`src/rtl/psg_stereo_mixer_if.sv`:
```
// psg_stereo_mixer_if: PSG sample inputs and stereo audio outputs of the mixer.
interface psg_stereo_mixer_if;
   logic ce_sample;
   logic [7:0] psg_a;
   logic [7:0] psg_b;
   logic [7:0] psg_c;
   logic [9:0] psg_mono;
   logic [1:0] stereo_mode;
   logic [15:0] audio_l;
   logic [15:0] audio_r;
   logic sample_valid;
   logic fading;
   modport master (
      output ce_sample, psg_a, psg_b, psg_c, psg_mono, stereo_mode,
      input audio_l, audio_r, sample_valid, fading
   );
   modport slave (
      input ce_sample, psg_a, psg_b, psg_c, psg_mono, stereo_mode,
      output audio_l, audio_r, sample_valid, fading
   );
endinterface

```
`src/rtl/psg_stereo_mixer.sv`:
```
// psg_stereo_mixer: PSG ABC/ACB/mono stereo mixer with click-free fade on mode change.
// Optional one-pole output low-pass when PSG_STEREO_MIXER_LPF_EN is defined.
module psg_stereo_mixer (
   input logic clk_sys,
   input logic reset_n,
   psg_stereo_mixer_if.slave bus
);
   typedef enum logic [1:0] {RUN, FADE_OUT, SWITCH, FADE_IN} state_t;
   state_t state, state_nx;
   logic [4:0] gain, gain_nx, gain_dn;
   logic [1:0] active_mode, active_nx, pending_mode, pending_nx;
   logic [7:0] a, b, c;
   logic [9:0] mono, sum_l, sum_r;
   logic [1:0] mode;
   logic v1, v2;
   logic [15:0] mix_l, mix_r, g_l, g_r;
   logic [20:0] prod_l, prod_r;

   assign sum_l = active_mode == 2'b01 ? {2'b0, a} + {2'b0, b} :
                  active_mode == 2'b10 ? {2'b0, a} + {2'b0, c} : mono;
   assign sum_r = active_mode[0] ^ active_mode[1] ? {2'b0, c} + {2'b0, b} : mono;
   assign prod_l = {5'd0, mix_l} * {16'd0, gain};
   assign prod_r = {5'd0, mix_r} * {16'd0, gain};
   assign g_l = 16'(prod_l >> 4);
   assign g_r = 16'(prod_r >> 4);
   assign gain_dn = gain == 5'd0 ? 5'd0 : gain - 5'd1;
   assign bus.fading = state != RUN;

   always_ff @(posedge clk_sys or negedge reset_n)
      if (!reset_n) begin
         v1 <= 1'b0;
         v2 <= 1'b0;
         a <= '0;
         b <= '0;
         c <= '0;
         mono <= '0;
         mode <= '0;
         mix_l <= '0;
         mix_r <= '0;
      end else begin
         v1 <= bus.ce_sample;
         v2 <= v1;
         if (bus.ce_sample) begin
            a <= bus.psg_a;
            b <= bus.psg_b;
            c <= bus.psg_c;
            mono <= bus.psg_mono;
            mode <= bus.stereo_mode;
         end
         if (v1) begin
            mix_l <= {sum_l, 6'b0};
            mix_r <= {sum_r, 6'b0};
         end
      end

   always_ff @(posedge clk_sys or negedge reset_n)
      if (!reset_n) begin
         state <= RUN;
         gain <= 5'd16;
         active_mode <= 2'b00;
         pending_mode <= 2'b00;
      end else begin
         state <= state_nx;
         gain <= gain_nx;
         active_mode <= active_nx;
         pending_mode <= pending_nx;
      end

   // the mix stage reads active_mode before this update, so the switch is hidden under gain 0
   always_comb begin
      state_nx = state;
      gain_nx = gain;
      active_nx = active_mode;
      pending_nx = pending_mode;
      if (v1 && state == SWITCH) begin
         active_nx = pending_mode;
         gain_nx = 5'd0;
         state_nx = FADE_IN;
      end else if (v1 && (state == FADE_OUT || mode != active_mode)) begin
         pending_nx = mode;
         gain_nx = gain_dn;
         state_nx = gain_dn == 5'd0 ? SWITCH : FADE_OUT;
      end else if (v1 && state == FADE_IN) begin
         gain_nx = gain + 5'd1;
         state_nx = gain == 5'd15 ? RUN : FADE_IN;
      end
   end

`ifdef PSG_STEREO_MIXER_LPF_EN
   logic v3;
   logic signed [17:0] y_l, y_r, yn_l, yn_r;

   function automatic logic [15:0] sat(input logic signed [17:0] v);
      return v[17] ? 16'd0 : v[16] ? 16'hFFFF : v[15:0];
   endfunction

   assign yn_l = y_l + ((signed'({2'b0, g_l}) - y_l) >>> 2);
   assign yn_r = y_r + ((signed'({2'b0, g_r}) - y_r) >>> 2);

   always_ff @(posedge clk_sys or negedge reset_n)
      if (!reset_n) begin
         v3 <= 1'b0;
         y_l <= '0;
         y_r <= '0;
         bus.sample_valid <= 1'b0;
         bus.audio_l <= '0;
         bus.audio_r <= '0;
      end else begin
         v3 <= v2;
         bus.sample_valid <= v3;
         if (v2) begin
            y_l <= yn_l;
            y_r <= yn_r;
         end
         if (v3) begin
            bus.audio_l <= sat(y_l);
            bus.audio_r <= sat(y_r);
         end
      end
`else
   always_ff @(posedge clk_sys or negedge reset_n)
      if (!reset_n) begin
         bus.sample_valid <= 1'b0;
         bus.audio_l <= '0;
         bus.audio_r <= '0;
      end else begin
         bus.sample_valid <= v2;
         if (v2) begin
            bus.audio_l <= g_l;
            bus.audio_r <= g_r;
         end
      end
`endif
endmodule

```
`src/flat_wrapper.sv`:
```
// flat-port wrapper written by rule: the top's interface ports become plain ports
module psg_stereo_mixer_flat 
  (clk_sys, reset_n, bus_ce_sample, bus_psg_a, bus_psg_b, bus_psg_c, bus_psg_mono, bus_stereo_mode, bus_audio_l, bus_audio_r, bus_sample_valid, bus_fading);
  psg_stereo_mixer_if bus_i ();
  input logic clk_sys;
  input logic reset_n;
  input wire logic [$bits(bus_i.ce_sample)-1:0] bus_ce_sample;
  input wire logic [$bits(bus_i.psg_a)-1:0] bus_psg_a;
  input wire logic [$bits(bus_i.psg_b)-1:0] bus_psg_b;
  input wire logic [$bits(bus_i.psg_c)-1:0] bus_psg_c;
  input wire logic [$bits(bus_i.psg_mono)-1:0] bus_psg_mono;
  input wire logic [$bits(bus_i.stereo_mode)-1:0] bus_stereo_mode;
  output wire logic [$bits(bus_i.audio_l)-1:0] bus_audio_l;
  output wire logic [$bits(bus_i.audio_r)-1:0] bus_audio_r;
  output wire logic [$bits(bus_i.sample_valid)-1:0] bus_sample_valid;
  output wire logic [$bits(bus_i.fading)-1:0] bus_fading;
  assign bus_i.ce_sample = bus_ce_sample;
  assign bus_i.psg_a = bus_psg_a;
  assign bus_i.psg_b = bus_psg_b;
  assign bus_i.psg_c = bus_psg_c;
  assign bus_i.psg_mono = bus_psg_mono;
  assign bus_i.stereo_mode = bus_stereo_mode;
  assign bus_audio_l = bus_i.audio_l;
  assign bus_audio_r = bus_i.audio_r;
  assign bus_sample_valid = bus_i.sample_valid;
  assign bus_fading = bus_i.fading;
  psg_stereo_mixer u_core (.clk_sys(clk_sys), .reset_n(reset_n), .bus(bus_i));
endmodule
```
`config.mk`:
```
export PLATFORM = sky130hd
export DESIGN_NAME = psg_stereo_mixer_flat
export DESIGN_NICKNAME = d
export VERILOG_FILES = /design/src/rtl/psg_stereo_mixer_if.sv /design/src/rtl/psg_stereo_mixer.sv /design/src/flat_wrapper.sv
export SDC_FILE = /design/constraint.sdc
export NUM_CORES = 1
export LEC_CHECK = 0
export ABC_AREA = 1
export CAP_MARGIN = 40
export CORE_MARGIN = 5
export CORE_UTILIZATION = 60
export DETAILED_ROUTE_END_ITERATION = 12
export PLACE_DENSITY = 0.82
export SYNTH_ARGS = -nofsm -noshare
export SYNTH_HDL_FRONTEND = slang
export SYNTH_SLANG_ARGS = --single-unit
```
`constraint.sdc`:
```
create_clock -name clk_sys -period 6.1 [get_ports clk_sys]
set_input_delay 1.22 -clock clk_sys [delete_from_list [all_inputs] [get_ports clk_sys]]
set_output_delay 1.22 -clock clk_sys [all_outputs]
set_load 0.05 [all_outputs]
```
* Yosys cells after proc, flatten, opt, wreduce, memory -nomap -nowiden
Index checks and enable logic that the tools add are counted.
** Operators by class
- Add/subtract/negate cells :: 5
- Multiply operators :: 2
- Eq/ne operators :: 7
- Muxes and demuxes :: 12
- Bitwise operators :: 2
- Reduce and logical (&&, ||, !) cells :: 9
** Operators by type and width (count)
- $mux W10 :: 3
- $mul A10 B5 Y14 :: 2
- $add A8 B8 Y9 :: 3
- $mux W5 :: 4
- $logic_not A5 Y1 :: 2
- $mux W2 :: 5
- $eq A2 B2 Y1 const B :: 3
- $add A5 B1 Y5 const B :: 1
- $eq A5 B4 Y1 const B :: 1
- $sub A5 B1 Y5 const B :: 1
- $eq A2 B1 Y1 const B :: 2
- $logic_and A1 B1 Y1 :: 3
- $reduce_bool A3 Y1 :: 1
- $ne A2 B2 Y1 :: 1
- $reduce_and A2 Y1 :: 1
- $reduce_bool A2 Y1 :: 1
- $logic_or A1 B1 Y1 :: 1
- $not A1 Y1 :: 1
- $xor A1 B1 Y1 :: 1
** Storage, ports and cells
- Register bits after elaboration :: 98
- Input bits :: 39
- Output and inout port bits :: 34

* Longest topological paths before layout
- Word-level depth :: 6
- Mapped depth :: 19
- Gate-level depth less buffers :: 17

* Least setup slack after synthesis
No wires, ideal clock.
- Path kind :: reg-to-reg
- Start :: reg u_core.gain[4]
- End :: reg u_core.bus.audio_l[15]
- Library setup time :: 0.118 ns
- Arrival time :: 3.647 ns
- Slack :: 2.335 ns
- Stages on the path, launching flop included :: 19
- Path buffers :: 2
- Clock period less this slack :: 3.765 ns
- Path through :: dfstp_2 buf_2 buf_1 nand2_1 inv_1 fa_1 fa_1 inv_1 fa_1 inv_1 ha_1 a21oi_1 nor2_1 nor2_1 nand2_1 nand2_1 nand3_1 nand3_1 nand2_1
** On the way
- Cells in the longest elaborated chain, start to end :: 1
** Ends and longest elaborated chain
- from (decl) :: line psg_stereo_mixer.sv:10 : logic [4:0] gain, gain_nx, gain_dn;
- from (signal assigned) :: line psg_stereo_mixer.sv:64 : gain <= gain_nx;
- $mul A10 B5 Y14 :: line psg_stereo_mixer.sv:22 : assign prod_l = {5'd0, mix_l} * {16'd0, gain};
- to (signal assigned) :: line psg_stereo_mixer.sv:129 : bus.audio_l <= g_l;
- to (decl) :: line psg_stereo_mixer_if.sv:19 : output audio_l, audio_r, sample_valid, fading
No other way between the ends.
A chain may end at the register's enable or synchronous reset.

* Final worst setup path
- Start :: reg u_core.gain[3]
- End :: reg u_core.bus.audio_r[13]
** On the way
- Cells in the longest elaborated chain, start to end :: 1
** Ends and longest elaborated chain
- $mul A10 B5 Y14 :: line psg_stereo_mixer.sv:23 : assign prod_r = {5'd0, mix_r} * {16'd0, gain};
- to (signal assigned) :: line psg_stereo_mixer.sv:130 : bus.audio_r <= g_r;
- to (decl) :: line psg_stereo_mixer_if.sv:19
No other way between the ends.

==> flow_metrics.env <==
export IMPL_status="completed"
export IMPL_ant_nets=0
export IMPL_grtUsageTotal_pct=23.5
export IMPL_fin_util_pct=69.0
export IMPL_cts_sinks=98
export IMPL_synth_warnings=0
export IMPL_core_area_um2=13800
export IMPL_worst_path_dominant_cell_family="adder cells"
export IMPL_slew_limit_headroom_pct=38.7
export IMPL_crit_type="reg -> reg"
export IMPL_postCtsSetupBuffers=0
export IMPL_cts_resized=0
export IMPL_routed_wl_um=17900
export IMPL_avgSynthCellArea_um2=7.71
export IMPL_whs_ns=0.471
export IMPL_path_cells="nand2_1 -> fa_1 -> fa_1 -> fa_1 -> inv_1 -> ha_1 -> nand2_1 -> nand3_1 -> inv_2 -> o21ai_2 -> nand2_1 -> nand2_1 -> nand2_1 -> nand3_1 -> nand2_1"
export IMPL_crit_arrival_ns=4.33
export IMPL_fin_worst_skew_ns=0.00647
export IMPL_cpMostUsedCell="nand2_1"
export IMPL_syn_inst=1090
export IMPL_end_kind="flop"
export IMPL_max_cap_violations=0
export IMPL_rows=43
export IMPL_hold_viol=0
export IMPL_cts_tree="yes"
export IMPL_synth_edff_count=0
export IMPL_min_path_type="reg -> reg"
export IMPL_crit_slowest_cell="dfrtp_1"
export IMPL_drtIter0Drc=482
export IMPL_grt_pass1_wl_um=31500
export IMPL_crit_fanout=24
export IMPL_syn_to_final_growth_pct=13.5
export IMPL_yosysSeqAreaShare_pct=29.2
export IMPL_fin_cells=1327
export IMPL_postCtsHoldBufs=0
export IMPL_layout_nets=1303
export IMPL_drc=0
export IMPL_cts_made_buffers=9
export IMPL_first_global_vias=6858
export IMPL_die_y_um=128
export IMPL_ys_async_sr_fraction_pct=100
export IMPL_io_buffer_count=68
export IMPL_start_kind="flop"
export IMPL_worstMarginPinSlew_ns=0.919
export IMPL_cts_root_buf="clkbuf_16"
export IMPL_cts_buffer_depth=2
export IMPL_drv_slew=0
export IMPL_cp_buffers_inverters=2
export IMPL_routedWlPerCell_um=13.5
export IMPL_yosys_most_used_dff="dfrtp_1"
export IMPL_drive_gt1_share_pct=6.19
export IMPL_r2r_slack_ns=2.02
export IMPL_gp_congestion=0.930
export IMPL_dp_hpwl_um=13900
export IMPL_die_area_um2=16500
export IMPL_antenna_cells=0
export IMPL_ios=73
export IMPL_final_common_cell="nand2_1"
export IMPL_crit_required_ns=6.35
export IMPL_start_util_pct=60.8
export IMPL_dp_cells=1310
export IMPL_rsz0062_at_grt="false"
export IMPL_firstDrtPassIters=5
export IMPL_mostFrequentLayoutCells="nand2_1, inv_1, dfrtp_1"
export IMPL_ys_types=49
export IMPL_grt_max_degree=68
export IMPL_period_share_pct=66.8
export IMPL_fin_tns_setup_ns=0
export IMPL_clock_latency_ns=0.36
export IMPL_synth_seq_cells=98
export IMPL_vias=6912
export IMPL_viasPerCell=5.21
export IMPL_fin_crit_ns=4.08
export IMPL_overflow=0
export IMPL_htreeDepth=3
export IMPL_fmax_ghz=0.245
export IMPL_cpPeakStageDelay_ns=0.94
export IMPL_setup_violations=0
export IMPL_die_w_um=128
export IMPL_syn_area_um2=8400
export IMPL_antenna_found_initial=0
export IMPL_path_clk_slew_ns=0.07
metrics by stage:
stage / setup WS (ns) / area [um^2]
2_1_floorplan: 2.33 / 8410
3_3_place_gp: 2.19 / 9150
3_5_place_dp: 2.06 / 9180
4_1_cts: 2.02 / 9520
5_1_grt: 1.73 / 9540
6_report: 2.02 / 9540
area by class of cell:
cell class / instances / area [um^2]
multi-input combinational: 743 / 4970
fill: 1142 / 4290
sequential: 98 / 2450
inverter: 219 / 825
timing repair buffer: 71 / 723
clock buffer: 9 / 225
tap: 180 / 225
clock inverter: 7 / 118
routing by layer:
layer | global-route usage [%] | wire (um)
met2 | 38.6 | 8490
met4 | 8.49 | 423
met1 | 32.2 | 8130
met5 | 0 | 0
met3 | 3.20 | 854
sequential cells by signal, summed over array words and instances (netlist names), 5 cells and up:
name	count
u_core.a	8
u_core.mix_l	10
u_core.bus.audio_l	14
u_core.c	8
u_core.gain	5
u_core.mix_r	10
u_core.b	8
u_core.bus.audio_r	14
u_core.mono	10
worst paths after layout:
check | start | to | cells past startpoint
max | u_core.gain[3] | u_core.bus.audio_r[13] | 15
min | u_core.bus.audio_r[5] | u_core.bus.audio_r[5] | 2
max reg2reg | u_core.gain[3] | u_core.bus.audio_r[13] | 15
min reg2reg | u_core.bus.audio_r[5] | u_core.bus.audio_r[5] | 2
max in group asynchronous | reset_n | u_core.gain[2] | 2
min in group asynchronous | reset_n | u_core.bus.audio_r[13] | 1
synthesized netlist by cell type, types with 2 or more instances:
master	n	share of area, %
nand2_1	329	15
inv_1	211	9.4
dfrtp_1	97	29
ha_1	73	11
nand3_1	52	3.1
fa_1	49	12
a21oi_1	48	2.9
o21ai_0	40	2.4
nor2_1	33	1.5
mux2_2	26	3.5
clkbuf_1	16	0.71
xnor2_1	15	1.6
nand4_1	13	0.97
xor2_1	13	1.4
buf_2	9	0.54
a31oi_1	6	0.45
inv_2	6	0.27
buf_4	4	0.36
o21ai_1	4	0.24
or2_2	4	0.30
nor3_1	3	0.18
o21bai_1	3	0.27
a21o_1	2	0.18
a21oi_2	2	0.21
buf_1	2	0.089
buf_6	2	0.27
nand3b_1	2	0.18
o211ai_1	2	0.18
o21a_1	2	0.18
o21ai_2	2	0.21
or2_1	2	0.15
tightest hold or removal path, stage by stage (launching register included):
cell and delay [ns]:
dfrtp_1 0.34, nand2_1 0.05, nand2_1 0.04
kinds of logic (layout without fill, tap and decap cells):
family / count (synthesis) / after routing / share of synthesized area (%)
AOI/OAI and AO/OA: 117 / 117 / 7.79
adders and majority gates: 122 / 122 / 22.5
DFF: 98 / 98 / 29.2
muxes: 26 / 26 / 3.48
and+or+nand+nor: 446 / 446 / 22.2
xor gates and xnor gates: 28 / 28 / 2.92
buffers and inverters: 252 / 306 / 11.8
other: 1 / 4 / 0.0446
Power is left out: the tool's default activity adds up to more than one toggle a clock period on the data nets, which glitch-free logic cannot reach.
